`config.mk`:
```
export PLATFORM = sky130hd
export DESIGN_NAME = gf180mcu_osu_sc_gp12t3v3_drive_seq
export DESIGN_NICKNAME = d
export VERILOG_FILES = /design/src/rtl/gf180mcu_osu_sc_gp12t3v3_drive_seq.sv
export SDC_FILE = /design/constraint.sdc
export NUM_CORES = 1
export LEC_CHECK = 0
export CAP_MARGIN = 20
export CORE_UTILIZATION = 52
export DETAILED_ROUTE_END_ITERATION = 10
export GPL_TIMING_DRIVEN = 0
export PLACE_DENSITY = 0.9
export SLEW_MARGIN = 10
export SYNTH_ARGS = -nofsm -noshare
export SYNTH_HDL_FRONTEND = slang
export SYNTH_SLANG_ARGS = --single-unit
```
`constraint.sdc`:
```
create_clock -name CLK -period 7.44 [get_ports CLK]
set_input_delay 0.744 -clock CLK [delete_from_list [all_inputs] [get_ports CLK]]
set_output_delay 0.744 -clock CLK [all_outputs]
set_load 0.01 [all_outputs]
```
`src/rtl/gf180mcu_osu_sc_gp12t3v3_drive_seq.sv`:
```
// Staggered thermometer enable sequencer for a segmented driver bank; walks LVL one segment per STEP_CYCLES clocks.
// Optional: define GF180MCU_OSU_SC_DRIVE_SEQ_RETARGET_EN to let REQ retarget a ramp in progress.
module gf180mcu_osu_sc_gp12t3v3_drive_seq #(
  parameter int NSEG        = 8,
  parameter int STEP_CYCLES = 4
) (
  input  logic            CLK,
  input  logic            RST,
  input  logic            REQ,
  input  logic [3:0]      TGT,
  output logic            ACK,
  output logic            BUSY,
  output logic [3:0]      LVL,
  output logic [NSEG-1:0] EN
);

  localparam int              CW     = (STEP_CYCLES > 1) ? $clog2(STEP_CYCLES) : 1;
  localparam logic [CW-1:0]   RELOAD = CW'(STEP_CYCLES - 1);
  localparam logic [3:0]      NSEG_L = 4'(NSEG);

  typedef enum logic [1:0] {IDLE, RAMP, DONE} state_t;

  state_t        state;
  logic [CW-1:0] cnt;
  logic [3:0]    tgt;
  logic [3:0]    req_tgt;
  logic [3:0]    ramp_tgt;
  logic [3:0]    lvl_step;

  function automatic logic [NSEG-1:0] therm(input logic [3:0] n);
    logic [NSEG-1:0] t;
    for (int i = 0; i < NSEG; i++) t[i] = (i < int'(n));
    return t;
  endfunction

  // NOTE: every combinational output gets a value on every path, so no latch can be inferred.
  always_comb begin
    req_tgt = (TGT > NSEG_L) ? NSEG_L : TGT;
`ifdef GF180MCU_OSU_SC_DRIVE_SEQ_RETARGET_EN
    ramp_tgt = REQ ? req_tgt : tgt;
`else
    ramp_tgt = tgt;
`endif
    lvl_step = (ramp_tgt > LVL) ? LVL + 4'd1 : LVL - 4'd1;
  end

  // EN is loaded from the same next-level value as LVL, so both change on one edge with no decode glitch.
  // NOTE: all state and outputs are registers updated with non-blocking assignments.
  always_ff @(posedge CLK) begin
    if (RST) begin
      state <= IDLE;
      cnt   <= '0;
      tgt   <= '0;
      LVL   <= '0;
      EN    <= '0;
      BUSY  <= 1'b0;
      ACK   <= 1'b0;
    end else begin
      case (state)
        IDLE: begin
          ACK <= 1'b0;
          if (REQ) begin
            tgt <= req_tgt;
            if (req_tgt != LVL) begin
              state <= RAMP;
              BUSY  <= 1'b1;
              cnt   <= RELOAD;
            end else begin
              state <= DONE;
              ACK   <= 1'b1;
            end
          end
        end
        RAMP: begin
          tgt <= ramp_tgt;
          if (ramp_tgt == LVL) begin
            // Only reachable when a retarget lands exactly on the current level.
            state <= DONE;
            BUSY  <= 1'b0;
            ACK   <= 1'b1;
          end else if (cnt == '0) begin
            LVL <= lvl_step;
            EN  <= therm(lvl_step);
            cnt <= RELOAD;
            if (lvl_step == ramp_tgt) begin
              state <= DONE;
              BUSY  <= 1'b0;
              ACK   <= 1'b1;
            end
          end else begin
            cnt <= cnt - CW'(1);
          end
        end
        DONE: begin
          ACK   <= 1'b0;
          state <= IDLE;
        end
        default: state <= IDLE;
      endcase
    end
  end

  a_lvl_range: assert property (@(posedge CLK) disable iff (RST) LVL <= NSEG_L);
  a_en_decode: assert property (@(posedge CLK) disable iff (RST) EN == therm(LVL));
  a_busy_ramp: assert property (@(posedge CLK) disable iff (RST) BUSY == (state == RAMP));

endmodule

```
Yosys cells after proc, flatten, opt, wreduce, memory -nomap -nowiden
Index checks and enable logic that the tools add are counted.
Word-level totals
  word-level logic and storage cells: 66
  input bits: 7
  bits in registers: 22
  output and inout bits: 14
Operators by class
  reductions and logical operators: 10
  equality and inequality tests: 10
  $add $sub $neg: 3
  order comparisons: 10
  mux-type cells: 25
  bitwise logic cells: 1
Operators with widths (count)
  two-way mux 2 bit: 9
  < comparator 3 x 4 -> 1 bit, first input constant: 4
  two-way mux 1 bit: 10
  AND reduction 3 bit: 3
  equality test 4 bit: 2
  < comparator 1 x 4 -> 1 bit, first input constant: 2
  < comparator 2 x 4 -> 1 bit, first input constant: 2
  two-way mux 4 bit: 2
  one-hot mux 2 bit (2 select lines): 2
  inequality test 2 bit, second input constant: 3
  inequality test 3 bit, second input constant: 2
  AND reduction 5 bit: 1
  adder 4 x 1 -> 4 bit, second input constant: 1
  greater-than comparator 4 bit: 1
  greater-than comparator 4 bit, second input constant: 1
  logical NOT 2 bit: 2
  inequality test 4 bit: 1
  AND reduction 4 bit: 1
  subtractor 4 x 1 -> 4 bit, second input constant: 1
  one-hot mux 1 bit (3 select lines): 1
  nonzero test 3 bit: 1
  equality test 2 x 1 -> 1 bit, second input constant: 1
  equality test 2 bit, second input constant: 1
  one-hot mux 1 bit (2 select lines): 1
  4 further kinds: 4

Depth between registers and ports, before layout
  word-level depth: 7
  gate-level depth with buffers: 14
  gate-level depth less buffers: 14

Least setup slack after synthesis
Ideal clock, no wire load.
  kind: flip-flop to flip-flop
  from: register LVL[1]
  to: register state[1]
  buffers on the path: 0
  required time: 7317 ps
  setup time: 123 ps
  arrival time: 2979 ps
  stages on the path, launching flop included: 15
  clock period less this slack: 3102 ps
  path slack: 4338 ps
  path through: dfxtp_1 -> inv_1 -> ha_1 -> nor2b_1 -> o211ai_1 -> nand2_1 -> nand2b_1 -> inv_1 -> fa_1 -> xor2_2 -> xnor2_1 -> nor4_2 -> o32ai_1 -> a21oi_2 -> mux2_1
On the way
  cells in the longest elaborated chain, start to end: 5
  elaborated cells between the ends (all ways): 14
  classes of those cells: add/sub: 2; order compare: 1; eq/ne: 5; mux: 5; reduce/logical: 1
RTL lines
  from (decl): line 13  | output logic [3:0] LVL,
  from (signal assigned): line 82  | LVL <= lvl_step;
  subtractor 4 x 1 -> 4 bit, or another cell as far along: line 44  | lvl_step = (ramp_tgt > LVL) ? LVL + 4'd1 : LVL - 4'd1;
  two-way mux 4 bit: line 44
  equality test 4 bit: line 85  | if (lvl_step == ramp_tgt) begin
  inequality test 3 bit (no source line)
  AND reduction 3 bit (no source line)
  to (signal assigned): line 51  | state <= IDLE;
  to (signal assigned): line 86  | state <= DONE;
  to (signal assigned): line 96  | state <= IDLE;
  to (decl): line 23  | state_t state;
Parallel ways exist; a longest one is shown, timed or not. The select of a mux whose other input is x is not followed.
A chain may end at the register's enable or synchronous reset.

Worst setup path after layout
  from: register LVL[3]
  to: register state[1]
Same word-level chain as after synthesis.

==> out/results.tsv <==
stage	metric	value	unit
grt	number of antenna violations at the first check in global routing	0	
finish	final design area excluding fillers	0.00153	mm²
timing	Slew Limit Fails	0	
critical_path	crit-path max cell delay	0.52	ns
timing	unrepaired setup endpoints after global routing	no	
critical_path	worst-path cell with the longest stage delay	sky130_fd_sc_hd__dfxtp_1	
clocking	Worst-path clk slew	0.13	ns
synthesis	Post-Syn Area	0.00127	mm²
routing	drt first-iter violations	48	
finish	leading cell type in the layout, fill and taps excluded	sky130_fd_sc_hd__dfxtp_1	
finish	net total in the final layout	192	
synthesis	sequential area share after synthesis	33.2	%
finish	fillers	191	
critical_path	category of the worst setup path capture point	flip-flop	
grt	met1 Use GR	31.7	%
timing	share of the cycle needed by the critical path after routing	46.3	%
routing	DRT Pass-1 Iters	5	
routing	detailed-route via count	1200	
run_status	status	complete, no violations	
grt	met3 Usage GRT	2.08	%
critical_path	Crit Reg-Reg Endpoint	state[1]$_SDFFE_PP0P_	
grt	highest-utilization routing layer at the global route stage	met2	
clocking	number of buffers inserted to repair setup after CTS	0	
clocking	level count of the clock H-tree	1	
clocking	CTS root buf	sky130_fd_sc_hd__clkbuf_4	
routing	DRC violation count after routing	0	
routing	wire length reported by the detailed router	2.95	mm
critical_path	Crit Path Max Fanout	8	
placed_design	number of I/O port buffers	20	
power_and_ir_drop	total power density per cell area	426	mW/mm²
floorplan	area of the core	0.00225	mm²
placed_design	half-perimeter wire length of the detailed placement result	2.21	mm
placed_design	final weighted congestion in routability-driven placement	0.907	
timing	Final min period	3.44	ns
finish	diode insertion count for antenna repair	0	
critical_path	worst reg2reg startpoint	LVL[3]$_SDFFE_PP0P_	
clocking	Sink Count	21	
clocking	count of hold-fix buffers inserted at cts	0	
critical_path	worst setup path class	flip-flop to flip-flop	
critical_path	cell seen most often among critical-path stages	sky130_fd_sc_hd__inv_1	
grt	largest net degree at the start of global routing	14	
critical_path	worst path bufs/invs	2	
synthesis	total of warnings raised by yosys	0	
finish	share of final-layout standard cells stronger than drive strength 1	6.43	%
critical_path	Crit path max-delay family	adder cells	
critical_path	CP arrival	3.66	ns
grt	grt ovf	0	
grt	met2 usage in global routing	42.3	%
grt	global-route usage over all layers	24.8	%
critical_path	number of logic stages on the critical path including buffering	12	
worst_hold_path	type of the most critical hold path	flip-flop to flip-flop	
clocking	TritonCTS clock tree	done	
timing	final setup vio count	0	
grt	vias in the first global route	1139	
timing	Max Clock Freq	291	MHz
critical_path	worst-case reg-to-reg path depth	12	
finish	end-of-flow core utilization	67.9	%
floorplan	initial standard-cell utilization of the core	56.2	%
floorplan	number of top-level pins	21	
clocking	buffer levels on the longest clock path	2	
timing	worst-margin pin slew	0.530	ns
grt	global-route wire length before repair	4.96	mm
timing	sum of negative setup slack	0	ns
synthesis	synthesized flop and latch total	21	
synthesis	number of standard cells after synthesis	147	
critical_path	cells traversed along the worst timing path	inv_1, ha_1, and4_1, nand2b_1, inv_1, fa_1, xor2_2, xnor2_1, nor4_2, o32ai_1, a21oi_2, mux2_1	
routing	Detail Route Antenna Nets	0	
finish	leading cell types in the layout, fill and taps excluded	21 x sky130_fd_sc_hd__dfxtp_1, 20 x sky130_fd_sc_hd__clkdlybuf4s50_1, 17 x sky130_fd_sc_hd__nor2_1	
power_and_ir_drop	LEAKAGE	0.598	nW
critical_path	capturing instance or port of the critical path	state[1]$_SDFFE_PP0P_	
finish	layout overhead on the synthesized area	20.9	%
floorplan	die outline width	51.3	µm
synthesis	Mapped Nets	167	
clocking	post-cts sizing count	0	
floorplan	full die area	0.00264	mm²
routing	routed wirelength normalized by instance count	14.8	µm
floorplan	Row Count	17	
clocking	number of buffers created by CTS	3	
timing	worst-case clock skew	0.00886	ns
critical_path	data required time at the worst endpoint	7.65	ns
synthesis	count of unique library cells instantiated by Yosys	38	
timing	hold violation count in the final report	0	
clocking	later-pin clock latency in the skew report	0.32	ns
critical_path	setup slack on the worst flop-to-flop path	4.00	ns
power_and_ir_drop	worst ir drop on vdd	281	µV
floorplan	die outline height	51.3	µm
flow_run	max cap viols	0	
critical_path	sort of element at the start of the critical path	flip-flop	
timing	remaining max-slew budget at the tightest pin	64.4	%
synthesis	Avg Cell Area, Syn	8.61	µm²
critical_path	launching instance or port of the critical path	LVL[3]$_SDFFE_PP0P_	
placed_design	area post-placement	0.00150	mm²
routing	via density per instance	6.03	
-- through the flow --
stage	hold WS, ns	power (W)	setup WS [ns]	cells
global route	0.535	0.000710	3.83	199
CTS	0.488	0.000651	4.08	199
global placement	0.462	0.000569	4.20	195
floorplan	0.449	0.000478	4.34	147
finish	0.491	0.000653	4.00	199
detailed placement	0.471	0.000588	4.14	195
-- cell usage after synthesis --
cell type | number | area, µm²
sky130_fd_sc_hd__dfxtp_1 | 21 | 420
sky130_fd_sc_hd__nor2_1 | 17 | 63.8
sky130_fd_sc_hd__inv_1 | 15 | 56.3
sky130_fd_sc_hd__ha_1 | 12 | 150
sky130_fd_sc_hd__a21oi_1 | 11 | 55.1
sky130_fd_sc_hd__nand2_1 | 10 | 37.5
sky130_fd_sc_hd__xnor2_1 | 7 | 61.3
sky130_fd_sc_hd__nor3_1 | 6 | 30.0
sky130_fd_sc_hd__a211oi_1 | 5 | 37.5
sky130_fd_sc_hd__nand2b_1 | 5 | 31.3
sky130_fd_sc_hd__o22ai_1 | 4 | 25.0
sky130_fd_sc_hd__nor2b_1 | 3 | 18.8
sky130_fd_sc_hd__a311oi_1 | 2 | 17.5
sky130_fd_sc_hd__clkbuf_1 | 2 | 7.51
sky130_fd_sc_hd__mux2i_1 | 2 | 20.0
sky130_fd_sc_hd__nand3_1 | 2 | 10.0
sky130_fd_sc_hd__o21ai_0 | 2 | 10.0
sky130_fd_sc_hd__a21o_1 | 1 | 7.51
sky130_fd_sc_hd__a21oi_2 | 1 | 8.76
sky130_fd_sc_hd__a221oi_1 | 1 | 8.76
sky130_fd_sc_hd__a222oi_1 | 1 | 10.0
sky130_fd_sc_hd__and2_1 | 1 | 6.26
sky130_fd_sc_hd__and4_1 | 1 | 8.76
sky130_fd_sc_hd__buf_2 | 1 | 5.00
sky130_fd_sc_hd__buf_4 | 1 | 7.51
sky130_fd_sc_hd__fa_1 | 1 | 20.0
sky130_fd_sc_hd__mux2_1 | 1 | 11.3
sky130_fd_sc_hd__mux2_2 | 1 | 11.3
sky130_fd_sc_hd__nand3b_1 | 1 | 7.51
sky130_fd_sc_hd__nor3_2 | 1 | 10.0
sky130_fd_sc_hd__nor3b_1 | 1 | 7.51
sky130_fd_sc_hd__nor4_2 | 1 | 12.5
sky130_fd_sc_hd__o211a_1 | 1 | 10.0
sky130_fd_sc_hd__o211ai_1 | 1 | 7.51
sky130_fd_sc_hd__o32ai_1 | 1 | 8.76
sky130_fd_sc_hd__or3_1 | 1 | 6.26
sky130_fd_sc_hd__xnor3_1 | 1 | 22.5
sky130_fd_sc_hd__xor2_2 | 1 | 16.3
-- sequential cells by signal (all words and copies together) (netlist names) --
signal	cells
EN	7
LVL	4
ramp_tgt	4
cnt	2
state	2
ACK	1
BUSY	1
-- cell families (layout without fill, tap and decap cells) --
| kind of cell | after synthesis | in the layout | synth area share (%) |
|---|---|---|---|
| XOR/XNOR | 9 | 9 | 7.91 |
| multiplexers | 4 | 4 | 3.36 |
| AND/OR/NAND/NOR | 50 | 50 | 19.8 |
| flip-flops | 21 | 21 | 33.2 |
| AO/OA/AOI/OAI | 31 | 31 | 16.3 |
| buffers and inverters | 19 | 43 | 6.03 |
| adder cells (fa/ha/maj) | 13 | 13 | 13.4 |
-- metal layers --
metal | part of all wire, % | up-vias | wire, µm
met3 | 6.7 | 11 | 197
met2 | 47 | 64 | 1390
met4 | 2.2 | 0 | 65
li1 | - | 562 | -
met1 | 44 | 563 | 1300
met5 | 0 | - | 0
-- area by class of cell --
| type | instances | area, µm² | share of cell area, % |
|---|---|---|---|
| tap | 28 | 35.0 | 2.29 |
| clock buffer | 3 | 22.5 | 1.47 |
| multi-input combinational | 107 | 769 | 50.2 |
| clock inverter | 1 | 7.51 | 0.490 |
| sequential | 21 | 420 | 27.5 |
| buffer | 4 | 20.0 | 1.31 |
| timing repair buffer | 20 | 200 | 13.1 |
| inverter | 15 | 56.3 | 3.68 |
-- worst register-to-register path: stages, from the launching register on --
cell and delay, ns:
sky130_fd_sc_hd__dfxtp_1 0.52, sky130_fd_sc_hd__inv_1 0.09, sky130_fd_sc_hd__ha_1 0.33, sky130_fd_sc_hd__and4_1 0.29, sky130_fd_sc_hd__nand2b_1 0.19, sky130_fd_sc_hd__inv_1 0.10, sky130_fd_sc_hd__fa_1 0.45, sky130_fd_sc_hd__xor2_2 0.23
sky130_fd_sc_hd__xnor2_1 0.15, sky130_fd_sc_hd__nor4_2 0.30, sky130_fd_sc_hd__o32ai_1 0.14, sky130_fd_sc_hd__a21oi_2 0.22, sky130_fd_sc_hd__mux2_1 0.34
-- where the power goes --
group	total (W)	internal, W	switching (W)
clock network	0.0000588	0.0000206	0.0000383
logic	0.000426	0.000188	0.000238
registers	0.000168	0.000142	0.0000257
-- worst min-delay path by stage --
| stage | startpoint | end | slack [ns] | cells past startpoint |
|---|---|---|---|---|
| after floorplan | cnt[0]$_SDFFE_PP0P_ | cnt[0]$_SDFFE_PP0P_ | 0.45 | 1 |
| after global placement | cnt[0]$_SDFFE_PP0P_ | cnt[0]$_SDFFE_PP0P_ | 0.46 | 1 |
| after detailed placement | ramp_tgt[3]$_SDFFE_PP0P_ | ramp_tgt[3]$_SDFFE_PP0P_ | 0.47 | 2 |
| after CTS | ramp_tgt[3]$_SDFFE_PP0P_ | ramp_tgt[3]$_SDFFE_PP0P_ | 0.49 | 2 |
| after global routing | EN[5]$_SDFFE_PP0P_ | EN[5]$_SDFFE_PP0P_ | 0.53 | 2 |
| final | ramp_tgt[3]$_SDFFE_PP0P_ | ramp_tgt[3]$_SDFFE_PP0P_ | 0.49 | 2 |
No activity file was read; power rests on OpenSTA's default activity.
